## config.mk

```make
export PLATFORM = sky130hd
export DESIGN_NAME = fetch_queue
export DESIGN_NICKNAME = d
export VERILOG_FILES = /design/src/rtl/fetch_queue_pkg.sv /design/src/rtl/fetch_fifo.sv /design/src/rtl/fetch_queue.sv
export SDC_FILE = /design/constraint.sdc
export NUM_CORES = 1
export LEC_CHECK = 0
export BUFFER_PORTS_ARGS = -buffer_cell sky130_fd_sc_hd__buf_4
export CAP_MARGIN = 0
export CORE_ASPECT_RATIO = 0.9
export CORE_MARGIN = 1
export CORE_UTILIZATION = 58
export CTS_CLUSTER_SIZE = 8
export DETAILED_ROUTE_END_ITERATION = 6
export GPL_TIMING_DRIVEN = 0
export PLACE_DENSITY = 0.83
export REMOVE_ABC_BUFFERS = 1
export SYNTH_ARGS = -nofsm -noshare
export SYNTH_HDL_FRONTEND = slang
export SYNTH_SLANG_ARGS = --single-unit
```

## constraint.sdc

```tcl
create_clock -name clk -period 3.6 [get_ports clk]
set_clock_uncertainty 0.2 [all_clocks]
set_input_delay 0.54 -clock clk [delete_from_list [all_inputs] [get_ports clk]]
set_output_delay 0.54 -clock clk [all_outputs]
set_load 0.005 [all_outputs]
```

## src/rtl/fetch_queue_pkg.sv

```systemverilog
// Shared types and constants for the instruction prefetch queue.
package fetch_queue_pkg;

    localparam int XLEN = 32;

    localparam logic [XLEN-1:0] INST_NOP       = 32'h0000_0013;
    localparam logic [XLEN-1:0] FETCH_RESET_PC = 32'h0000_0000;

    typedef struct packed {
        logic [XLEN-1:0] addr;
        logic [XLEN-1:0] data;
    } fetch_entry_t;

    function automatic logic [XLEN-1:0] align_word(input logic [XLEN-1:0] a);
        return {a[XLEN-1:2], 2'b00};
    endfunction

endpackage

```

## src/rtl/fetch_fifo.sv

```systemverilog
// Power-of-two FIFO holding fetched {addr, data} entries; clear beats push and pop.
module fetch_fifo #(
    parameter int DATA_W = 64,
    parameter int DEPTH  = 4
) (
    input  logic                     clk,
    input  logic                     rst,
    input  logic                     push,
    input  logic                     pop,
    input  logic                     clear,
    input  logic [DATA_W-1:0]        push_data,
    output logic [$clog2(DEPTH):0]   count,
    output logic [DATA_W-1:0]        head_data,
    output logic                     empty
);

    localparam int PW = $clog2(DEPTH);
    localparam logic [PW:0] FULL_CNT = (PW + 1)'(DEPTH);

    logic [DATA_W-1:0] mem [DEPTH];
    logic [PW-1:0]     rd_ptr;
    logic [PW-1:0]     wr_ptr;
    logic              do_push;
    logic              do_pop;
    logic              full;

    assign empty   = (count == '0);
    assign full    = (count == FULL_CNT);
    assign do_push = push & ~clear;
    assign do_pop  = pop & ~clear & ~empty;

    always_ff @(posedge clk or negedge rst) begin
        if (!rst) begin
            rd_ptr <= '0;
            wr_ptr <= '0;
            count  <= '0;
        end else if (clear) begin
            rd_ptr <= '0;
            wr_ptr <= '0;
            count  <= '0;
        end else begin
            if (do_push) wr_ptr <= wr_ptr + 1'b1;
            if (do_pop)  rd_ptr <= rd_ptr + 1'b1;
            case ({do_push, do_pop})
                2'b10:   count <= count + 1'b1;
                2'b01:   count <= count - 1'b1;
                default: count <= count;
            endcase
        end
    end

    // Storage is data only; occupancy is defined by the pointers and count.
    always_ff @(posedge clk) begin
        if (do_push) mem[wr_ptr] <= push_data;
    end

    assign head_data = mem[rd_ptr];

    a_no_overflow: assert property (@(posedge clk) disable iff (!rst) !(do_push && full));

endmodule

```

## src/rtl/fetch_queue.sv

```systemverilog
// Sequential fetch address generator with one-cycle RAM latency tracking and a
// small prefetch buffer feeding decode under pause/flush/jump control.
module fetch_queue
    import fetch_queue_pkg::*;
#(
    parameter int          DEPTH    = 4,
    parameter logic [31:0] RESET_PC = FETCH_RESET_PC
) (
    input  logic        clk,
    input  logic        rst,
    input  logic        pause,
    input  logic        flush,
    input  logic        jump,
    input  logic [31:0] jump_addr,
    output logic [31:0] ram_addr,
    input  logic [31:0] ram_data,
    output logic [31:0] inst,
    output logic [31:0] inst_addr,
    output logic        inst_valid
);

    localparam int CW = $clog2(DEPTH) + 1;
    localparam logic [CW:0] DEPTH_W = (CW + 1)'(DEPTH);

    logic [31:0]   fetch_pc;
    logic [31:0]   next_pc;
    logic [31:0]   inflight_addr;
    logic          inflight;
    logic          redirect;
    logic          pop;
    logic          push;
    logic          issue;
    logic [CW-1:0] count;
    logic [CW:0]   occupancy;
    logic          empty;
    logic [63:0]   head_bits;
    fetch_entry_t  head;
    fetch_entry_t  push_entry;

    assign redirect   = jump | flush;
    assign inst_valid = ~empty;
    assign pop        = inst_valid & ~pause;
    assign push       = inflight & ~redirect;

    // Entries buffered plus the read still in flight must leave room for its data.
    assign occupancy = {1'b0, count} + {{CW{1'b0}}, inflight};
    assign issue     = ~redirect && (occupancy < (DEPTH_W + {{CW{1'b0}}, pop}));

    assign push_entry = '{addr: inflight_addr, data: ram_data};
    assign head       = fetch_entry_t'(head_bits);

    always_comb begin
        next_pc = fetch_pc;
        if (jump) begin
            next_pc = align_word(jump_addr);
        end else if (flush) begin
            // Replay from the oldest instruction that is being thrown away.
            if (!empty)        next_pc = head.addr;
            else if (inflight) next_pc = inflight_addr;
        end else if (issue) begin
            next_pc = fetch_pc + 32'd4;
        end
    end

    always_ff @(posedge clk or negedge rst) begin
        if (!rst) begin
            fetch_pc <= RESET_PC;
            inflight <= 1'b0;
        end else begin
            fetch_pc <= next_pc;
            inflight <= issue;
        end
    end

    always_ff @(posedge clk) begin
        if (issue) inflight_addr <= fetch_pc;
    end

    fetch_fifo #(
        .DATA_W ($bits(fetch_entry_t)),
        .DEPTH  (DEPTH)
    ) u_fifo (
        .clk       (clk),
        .rst       (rst),
        .push      (push),
        .pop       (pop),
        .clear     (redirect),
        .push_data (push_entry),
        .count     (count),
        .head_data (head_bits),
        .empty     (empty)
    );

    assign ram_addr  = fetch_pc;
    assign inst      = empty ? INST_NOP : head.data;
    assign inst_addr = empty ? 32'h0 : head.addr;

endmodule

```

==> impl_metrics.ini <==
[global_route]
use_met1 = 0.3700
grt_usage = 0.2710
grt_pass1_vias = 8450
grt_pass1_wl_um = 48620
groute.layer.met3.usage = 0.05107
busiest_layer = met2
antenna_found_initial = 0
grt-ovfl-total = 0
grtUsageMet2 = 0.4360
grt_max_degree = 59

[drt]
drtIter0Drc = 847
avgViaCountPerCell = 6.510
route.detailed.wl_per_inst_um = 24.92
drc = 0
num_vias = 8379
finalWirelength_um = 32070
detailedRoute.firstPassIterationCount = 6
ant_nets = 0

[yosys]
ys_seq_elements = 328
synth_edf_count = 288
avgSynthCellArea_um2 = 17.22
synthArstFlopShare = 0.1220
yosysWarnings = 0
syn_area_um2 = 13640
synth.yosys.seq_area_share = 0.7077
netlist_top_cells_count = 288 x edfxtp_1, 62 x and2_1, 59 x mux4_2
synthTopCellsByArea = edfxtp_1 63%, mux4_2 9.7%, dfrtp_1 7.3%
synth_top_cell_by_area = edfxtp_1
synthDistinctLibCells = 65
synth_ff_type = edfxtp_1
synth_top_area_share = 0.6342
synth_most_common_cell = edfxtp_1
netlist_instances = 792

[worst_setup_path]
critical_path_required_ns = 3.82
worst-r2r-cell-count = 7
end_kind = register
critical_path_class = reg2reg
r2r-start = inflight
critical_path.max_fanout = 19
worstPathArrival_ns = 3.63
regToRegSetupSlack_ns = 0.20
start_kind = register
r2r-end = ram_addr[13]

[flow_run]
cap_violations = 0

[sta]
rsz0062_at_grt = false
timing.fmax_mhz = 293.9
maxSlewViolCount = 0
finalCritPeriodShare = 0.9453
worstMarginPinSlew_ns = 1.361
setup_viol = 0
fin_crit_ns = 3.403
finalSetupTns_ns = 0
relSlewSlack = 0.09293
hold_viol = 0

[power_and_ir_drop]
vdd_drop_max_v = 0.0003964
p_leak_uw = 0.005783
pwr_density_cell_nw_per_um2 = 532.4
p_comb_frac = 0.070
internal-power_uw = 6908
switching_share = 0.2164
switchingPower_uw = 1907
sequentialPowerShare = 0.498
power.share.clock = 0.432

[hold_path]
min_to = u_fifo.mem[2][10]
min-delay-start = ram_data[10]
hp-class = in2reg
hold-path-cell-count = 1

[floorplanning]
start_util = 0.5988
die_h_um = 147.5
coreArea_um2 = 22770
ioPinCount = 166
chipWidth_um = 163.6
rows = 52
dieArea_um2 = 24130

[layout]
area_growth_pct = 21.43
antenna_cells = 0
drive_gt1_frac = 0.3101
fill_cells = 1367
nets = 1048
fin_cells = 1287

[place]
hpwl_um = 18880
placed_cells = 1218
place_congestion = 0.8479
portBuffers = 163

[clock_network]
cts_tree = built
cts_buffers = 46
path_clk_slew_ns = 0.05
cts_max_level = 2
insertion_delay_ns = 0.53
max-clock-path-buffers = 3
cts_sinks = 328
root_buffer = clkbuf_16

[outcome]
status = finished clean
registers in the layout (all words and copies together), names as in the netlist:
signal and flops:
u_fifo.rd_ptr 2, ram_addr 32, u_fifo.count 3, inflight 1
u_fifo.mem 256, inflight_addr 32, u_fifo.wr_ptr 2
cell usage in the layout, fill, tap and decap left out, types with 8 or more instances in the layout:
master / instances
a211oi_1: 9
a21o_1: 12
a21oi_1: 31
and2_1: 62
and3_1: 8
buf_4: 163
clkbuf_1: 19
clkbuf_16: 47
dfrtp_1: 38
edfxtp_1: 288
inv_1: 10
mux4_2: 59
nand2_1: 23
nand3_1: 12
nand4_1: 8
nor2_1: 31
nor3_1: 10
o21ai_0: 10
worst max-delay path, cell delays in order, from the launching register on:
cell and delay, ns:
dfrtp_1 0.70, ha_1 0.27, ha_1 0.18, or4b_1 0.50
o2111ai_2 0.28, and2_1 0.82, a21oi_1 0.12, o22a_1 0.23
logic make-up after synthesis:
group	after synthesis	synth area share
AOI/OAI and AO/OA	142	0.07616
xor gates and xnor gates	7	0.004496
adders and majority gates	8	0.007891
buffers and inverters	57	0.02120
DFF	328	0.7077
muxes	68	0.1090
and+or+nand+nor	182	0.07359
stage by stage:
step	hold slack [ns]	power [uW]	setup slack (ns)	area, um^2	util
finish	0.01761	8815	0.1971	16560	0.7271
global route	0.003351	9070	0.05384	16560	0.7271
global placement	0.2547	5023	-5.589	14990	0.6581
floorplan	0.04441	4693	-1.357	13390	-
CTS	0.001074	8858	0.1532	16550	0.7270
detailed placement	0.2588	5058	0.1205	15260	0.6702
how the worst max path moves through the flow:
stage	from	endpoint	slack [ns]	depth (start not counted)
6_report	inflight	ram_addr[13]	0.20	7
5_1_grt	u_fifo.count[0]	inst_addr[13]	0.05	7
4_1_cts	u_fifo.count[0]	inst_addr[13]	0.15	7
3_5_place_dp	jump	u_fifo.mem[0][24]	0.12	4
3_3_place_gp	u_fifo.count[1]	inst_addr[13]	-5.59	5
2_1_floorplan	u_fifo.count[1]	ram_addr[28]	-1.36	6
power by group through the flow:
| stage | registers (uW) | logic (uW) | clock network, uW |
|---|---|---|---|
| final | 4390 | 616 | 3810 |
| after floorplan | 4420 | 271 | 0 |
| after global placement | 4450 | 570 | 0 |
| after detailed placement | 4460 | 602 | 0 |
| after global routing | 4400 | 659 | 4010 |
| after CTS | 4390 | 614 | 3860 |
routing by layer:
| layer | up-vias | share of wire |
|---|---|---|
| met4 | 0 | 0.035 |
| li1 | 3556 | - |
| met5 | - | 0 |
| met3 | 89 | 0.094 |
| met1 | 4214 | 0.38 |
| met2 | 520 | 0.49 |
layout make-up:
type / instances / area, um^2 / share of cell area
repair buffers: 176 / 1489 / 0.08993
inverters: 12 / 45.04 / 0.002720
well taps: 297 / 371.6 / 0.02244
clock buffers: 66 / 1247 / 0.07534
multi-input cells: 407 / 3739 / 0.2258
flip-flops and latches: 328 / 9657 / 0.5832
clock inverters: 1 / 8.758 / 0.0005290
repair_timing:
item | CTS | global route
setup endpoints to repair | 3 | 0
gates resized for setup | 1 | 0
hold buffers | 1 | 0
buffers inserted | 1 | 0
hold endpoints to repair | 40 | 0
(Power assumes the default switching activity.)
